**config.mk**
```make
export PLATFORM = sky130hd
export DESIGN_NAME = led_display_scheduler_flat
export DESIGN_NICKNAME = d
export VERILOG_FILES = /design/src/rtl/led_display_scheduler_pkg.sv /design/src/rtl/led_display_scheduler_if.sv /design/src/rtl/led_display_scheduler_rr_arbiter2.sv /design/src/rtl/led_display_scheduler.sv /design/src/flat_wrapper.sv
export SDC_FILE = /design/constraint.sdc
export NUM_CORES = 1
export LEC_CHECK = 0
export ABC_AREA = 0
export ABC_CLOCK_PERIOD_IN_PS = 1600
export CORE_AREA = 4 4 41 43
export CTS_BUF_LIST = sky130_fd_sc_hd__clkbuf_4
export DETAILED_ROUTE_END_ITERATION = 8
export DIE_AREA = 0 0 45 47
export PLACE_DENSITY = 0.82
export SETUP_SLACK_MARGIN = 0.15
export SYNTH_ARGS = -nofsm -noshare
export SYNTH_HDL_FRONTEND = slang
export SYNTH_HIERARCHICAL = 1
export SYNTH_SLANG_ARGS = --single-unit
```
**constraint.sdc**
```tcl
create_clock -name clock -period 1.6 [get_ports clock]
set_input_delay 0.32 -clock clock [delete_from_list [all_inputs] [get_ports clock]]
set_output_delay 0.32 -clock clock [all_outputs]
set_load 0.05 [all_outputs]
```
**src/rtl/led_display_scheduler_pkg.sv**
```systemverilog
// Shared types and constants for the LED display scheduler.
// The optional blank gap is enabled with the LED_SCHED_BLANK_EN macro.
package led_sched_pkg;

  localparam int BIN_W            = 4;
  localparam int HOLD_CYCLES_DEF  = 8;
  localparam int BLANK_CYCLES_DEF = 2;

  typedef enum logic [1:0] {
    IDLE  = 2'd0,
    SHOW  = 2'd1,
    BLANK = 2'd2
  } sched_state_t;

  function automatic int maxInt(input int a, input int b);
    return (a > b) ? a : b;
  endfunction

endpackage

```
**src/rtl/led_display_scheduler_if.sv**
```systemverilog
// Requester handshake and display bus between the value sources and the scheduler.
// Master is the source/display side, slave is the scheduler.
interface led_display_scheduler_if;
  import led_sched_pkg::*;

  logic [1:0]       reqValid;
  logic [BIN_W-1:0] reqData0;
  logic [BIN_W-1:0] reqData1;
  logic [1:0]       reqReady;
  logic [BIN_W-1:0] binNumber;
  logic             dispValid;
  logic             grantId;

  modport master (
    output reqValid, reqData0, reqData1,
    input  reqReady, binNumber, dispValid, grantId
  );

  modport slave (
    input  reqValid, reqData0, reqData1,
    output reqReady, binNumber, dispValid, grantId
  );

endinterface

```
**src/rtl/led_display_scheduler_rr_arbiter2.sv**
```systemverilog
// Two-way round-robin grant: a lone requester wins, on contention the one
// that was not granted last wins.
module rr_arbiter2 (
  input  logic [1:0] reqValid_i,
  input  logic       lastGrant_i,
  output logic [1:0] grant_o
);

  always_comb begin
    grant_o = 2'b00;
    case (reqValid_i)
      2'b01:   grant_o = 2'b01;
      2'b10:   grant_o = 2'b10;
      2'b11:   grant_o = lastGrant_i ? 2'b01 : 2'b10;
      default: grant_o = 2'b00;
    endcase
  end

endmodule

```
**src/rtl/led_display_scheduler.sv**
```systemverilog
// Time-multiplexes two 4-bit sources onto the LED binary display.
// Define LED_SCHED_BLANK_EN to insert a blank gap between consecutive values.
module led_display_scheduler
  import led_sched_pkg::*;
#(
  parameter int HOLD_CYCLES  = HOLD_CYCLES_DEF,
  parameter int BLANK_CYCLES = BLANK_CYCLES_DEF
) (
  input logic                    clock,
  input logic                    reset_n,
  led_display_scheduler_if.slave bus
);

  localparam int CNT_W = $clog2(maxInt(HOLD_CYCLES, BLANK_CYCLES) + 1);
  localparam logic [CNT_W-1:0] HOLD_LOAD = CNT_W'(HOLD_CYCLES - 1);

  localparam logic [1:0] ST_IDLE = 2'(IDLE);
  localparam logic [1:0] ST_SHOW = 2'(SHOW);
`ifdef LED_SCHED_BLANK_EN
  localparam logic [1:0] ST_BLANK = 2'(BLANK);
  localparam logic [CNT_W-1:0] BLANK_LOAD = CNT_W'(BLANK_CYCLES - 1);
`endif

  logic [1:0]       state_q, state_d;
  logic [CNT_W-1:0] cnt_q, cnt_d;
  logic [BIN_W-1:0] bin_q, bin_d;
  logic             id_q, id_d;
  logic             last_q, last_d;
  logic [1:0]       grant;
  logic [1:0]       ready;
  logic             xfer;

  rr_arbiter2 u_arb (
    .reqValid_i  (bus.reqValid),
    .lastGrant_i (last_q),
    .grant_o     (grant)
  );

  // Ready is gated by reset_n so nothing is offered while reset is held.
  assign ready = ((state_q == ST_IDLE) && reset_n) ? grant : 2'b00;
  assign xfer  = |(ready & bus.reqValid);

  always_comb begin
    state_d = state_q;
    cnt_d   = cnt_q;
    bin_d   = bin_q;
    id_d    = id_q;
    last_d  = last_q;
    case (state_q)
      ST_IDLE: begin
        if (xfer) begin
          bin_d   = ready[1] ? bus.reqData1 : bus.reqData0;
          id_d    = ready[1];
          last_d  = ready[1];
          cnt_d   = HOLD_LOAD;
          state_d = ST_SHOW;
        end
      end
      ST_SHOW: begin
        if (cnt_q == '0) begin
`ifdef LED_SCHED_BLANK_EN
          state_d = ST_BLANK;
          cnt_d   = BLANK_LOAD;
          bin_d   = '0;
`else
          state_d = ST_IDLE;
`endif
        end else begin
          cnt_d = cnt_q - CNT_W'(1);
        end
      end
`ifdef LED_SCHED_BLANK_EN
      ST_BLANK: begin
        if (cnt_q == '0) begin
          state_d = ST_IDLE;
        end else begin
          cnt_d = cnt_q - CNT_W'(1);
        end
      end
`endif
      default: state_d = ST_IDLE;
    endcase
  end

  // lastGrant resets to 1 so requester 0 has first priority.
  always_ff @(posedge clock) begin
    if (!reset_n) begin
      state_q <= ST_IDLE;
      cnt_q   <= '0;
      bin_q   <= '0;
      id_q    <= 1'b0;
      last_q  <= 1'b1;
    end else begin
      state_q <= state_d;
      cnt_q   <= cnt_d;
      bin_q   <= bin_d;
      id_q    <= id_d;
      last_q  <= last_d;
    end
  end

  assign bus.reqReady  = ready;
  assign bus.binNumber = bin_q;
  assign bus.dispValid = (state_q == ST_SHOW);
  assign bus.grantId   = id_q;

endmodule

```
**src/flat_wrapper.sv**
```systemverilog
// flat-port wrapper written by rule: the top's interface ports become plain ports
module led_display_scheduler_flat import led_sched_pkg::*;
#(
  parameter int HOLD_CYCLES  = HOLD_CYCLES_DEF,
  parameter int BLANK_CYCLES = BLANK_CYCLES_DEF
)
  (clock, reset_n, bus_reqValid, bus_reqData0, bus_reqData1, bus_reqReady, bus_binNumber, bus_dispValid, bus_grantId);
  led_display_scheduler_if bus_i ();
  input logic clock;
  input logic reset_n;
  input wire logic [$bits(bus_i.reqValid)-1:0] bus_reqValid;
  input wire logic [$bits(bus_i.reqData0)-1:0] bus_reqData0;
  input wire logic [$bits(bus_i.reqData1)-1:0] bus_reqData1;
  output wire logic [$bits(bus_i.reqReady)-1:0] bus_reqReady;
  output wire logic [$bits(bus_i.binNumber)-1:0] bus_binNumber;
  output wire logic [$bits(bus_i.dispValid)-1:0] bus_dispValid;
  output wire logic [$bits(bus_i.grantId)-1:0] bus_grantId;
  assign bus_i.reqValid = bus_reqValid;
  assign bus_i.reqData0 = bus_reqData0;
  assign bus_i.reqData1 = bus_reqData1;
  assign bus_reqReady = bus_i.reqReady;
  assign bus_binNumber = bus_i.binNumber;
  assign bus_dispValid = bus_i.dispValid;
  assign bus_grantId = bus_i.grantId;
  led_display_scheduler #(.HOLD_CYCLES(HOLD_CYCLES), .BLANK_CYCLES(BLANK_CYCLES)) u_core (.clock(clock), .reset_n(reset_n), .bus(bus_i));
endmodule
```
==> results.json <==
{
  "numCtsBuffers": 3,
  "syn-num-nets": 77,
  "ctsHtreeMaxLevel": 1,
  "num_io_pins": 20,
  "antenna_found_initial": 0,
  "critPathSlowestCell": "dfxtp_4",
  "hold_depth": 2,
  "hpwl_um": 1120,
  "setup_violations": 0,
  "p_per_area_mw_per_mm2": 933,
  "fin_crit_ns": 1.49,
  "critical_path_class": "reg2out",
  "hp-class": "reg2reg",
  "track_usage_pct": 18.9,
  "insertion_delay_ns": 0.28,
  "holdBufCountCts": 0,
  "hold_viol_final": 0,
  "crit_family": "flip-flops",
  "slew_headroom_pct": 77.3,
  "postRouteAntennaNets": 0,
  "clock_sink_count": 11,
  "cts-root-buf": "clkbuf_4",
  "drtIter0Drc": 8,
  "min_to": "u_core/bus.grantId",
  "drive_gt1_share_pct": 34.7,
  "timing.rr.start": "u_core/cnt_q[2]",
  "crit_buf_inv": 1,
  "min-delay-start": "u_core/bus.grantId",
  "grt_pass1_wl_um": 2780,
  "synth_area_per_cell_um2": 8.62,
  "fmax_ghz": 0.673,
  "routed_wirelength_um": 1610,
  "drc": 0,
  "gp_congestion": 0.786,
  "finalCritPeriodShare_pct": 92.8,
  "netlist_instances": 64,
  "worstPathCellList": "a21boi_4, and3_4, buf_12",
  "critPathCaptureType": "output port",
  "fin_util_pct": 71.3,
  "ys_warn_count": 6,
  "port_buffers": 19,
  "clkTransAtPathRegs_ns": 0.07,
  "rows": 13,
  "cts_tree": "done",
  "vdd.ir_drop.worst_uv": 531,
  "diodes": 0,
  "status": "completed",
  "dieWidth_um": 45,
  "die_area_mm2": 0.00212,
  "reg2reg_depth": 3,
  "grt_start_max_net_pins": 16,
  "worst_ep_arrival_time_ns": 1.17,
  "gr-total-overflow": 0,
  "syn2layout_area_growth_pct": 68.0,
  "place_ws_ns": -0.313,
  "rsz0062_at_grt": "yes",
  "r2r-end": "u_core/cnt_q[3]",
  "skew_ns": 0.00752,
  "slew_violations": 0,
  "path_max_fanout": 3,
  "synth_cell_types": 27,
  "syn_area_um2": 552,
  "worstMarginPinSlew_ns": 0.341,
  "max_cap_viol_count": 0,
  "firstDrtPassIters": 4,
  "die_h_um": 47,
  "ys_ff_latch": 11,
  "slowest_delay_ns": 0.37,
  "vias_per_cell": 5.74,
  "start_util_pct": 42.4,
  "grt_pass1_vias": 634,
  "critPathLaunchType": "flop",
  "regToRegSetupSlack_ns": 0.24,
  "p_leak_nw": 0.397,
  "core_mm2": 0.00130,
  "setup_ws_ns": 0.114,
  "holdWs_ns": 0.480,
  "clockBufferDepth": 2,
  "finalNetCount": 109,
  "num_vias": 631,
  "ys_seq_area_share_pct": 39.9,
  "required_ns": 1.28,
  "avgRoutedWirePerCell_um": 14.6
}
[stage by stage]
step	std cells	power, mW	TNS (ns)	area [um^2]
2_1_floorplan	64	0.499	0	554
3_5_place_dp	102	0.627	-3.32	821
4_1_cts	109	0.864	0	900
6_report	110	0.865	0	927
3_3_place_gp	102	0.616	-2.69	821
5_1_grt	110	0.918	0	927
[sequential cells by signal, indices dropped and copies added (netlist names)]
register and count:
u_core/bus.binNumber 4, u_core/cnt_q 4, u_core/bus.grantId 1, u_core/last_q 1, u_core/state_q 1
[synth_stat cells]
cell	n	area [um^2]
a22oi_1	1	7.51
or4_1	1	7.51
o211ai_1	4	30.0
a21oi_1	2	10.0
a311oi_1	1	8.76
inv_1	4	15.0
xnor2_1	1	8.76
a21boi_1	1	7.51
and4b_1	1	10.0
buf_2	1	5.00
a21boi_0	1	7.51
nor2_1	2	7.51
nor3b_1	1	7.51
clkbuf_1	2	7.51
a31oi_1	1	6.26
and3_1	3	18.8
dfxtp_1	11	220
nand3_1	5	25.0
a221o_1	1	10.0
a22o_1	1	8.76
mux2i_1	4	40.0
inv_2	1	3.75
nand2_1	3	11.3
ha_1	1	12.5
o21ai_0	8	40.0
or3_1	1	6.26
a221oi_1	1	8.76
[how the worst max path moves through the flow]
stage	from	to	slack, ns	cells past startpoint
floorplan	u_core/last_q	bus_reqReady[0]	0.22	3
global placement	bus_reqValid[0]	u_core/bus.grantId	-0.24	6
detailed placement	bus_reqValid[0]	u_core/cnt_q[3]	-0.31	6
CTS	u_core/last_q	bus_reqReady[0]	0.11	4
global route	u_core/last_q	bus_reqReady[0]	0.07	4
finish	u_core/last_q	bus_reqReady[1]	0.11	3
[worst reg2reg max path: cells and delay by family (launching register included)]
kind / cells / cell delay [ns]
AND/OR/NAND/NOR: 2 / 0.78
flip-flops: 1 / 0.35
AO/OA/AOI/OAI: 1 / 0.17
[layer usage]
layer / track usage [%] / vias up / part of all wire, %
met5: 0 / - / 0
met4: 8.77 / 0 / 1.3
met3: 6.51 / 4 / 5.7
met2: 33.3 / 17 / 53
met1: 20.3 / 305 / 39
li1: - / 305 / -
[layout make-up]
type / instances / area, um^2
Clock buffer: 4 / 30.0
Fill cell: 110 / 374
Inverter: 5 / 18.8
Multi-Input combinational cell: 45 / 343
Sequential cell: 11 / 225
Tap cell: 15 / 18.8
Timing Repair Buffer: 30 / 292
[cell families after synthesis]
logic type               count (synthesis)  share of synthesized area (%)
multiplexers                             4                           7.26
flip-flops                              11                           39.9
buffers and inverters                    8                           5.67
AND/OR/NAND/NOR                         17                           17.0
AO/OA/AOI/OAI                           22                           26.3
XOR/XNOR                                 1                           1.59
adder cells (fa/ha/maj)                  1                           2.27
[layout by cell type (no fill, tap or decap), types with 2 or more instances in the layout]
cell type / instances
a21boi_4: 2
a21oi_1: 2
and3_4: 2
buf_12: 3
buf_4: 15
clkbuf_4: 4
clkdlybuf4s50_1: 8
dfxtp_1: 9
dlygate4sd2_1: 2
inv_1: 3
inv_2: 2
mux2i_1: 4
nand2_1: 3
nand3_1: 5
nor2_1: 2
o211ai_1: 4
o21ai_0: 8
[power breakdown]
group | switching [mW] | internal, mW
combinational | 0.171 | 0.154
clock | 0.0993 | 0.114
sequential | 0.0229 | 0.304
total | 0.293 | 0.571
[timing repair]
item,4_1_cts,5_1_grt
setup buffers,3,1
pin swaps,4,2
setup endpoints to repair,13,10
resized for setup,13,4
(Power assumes the default switching activity.)
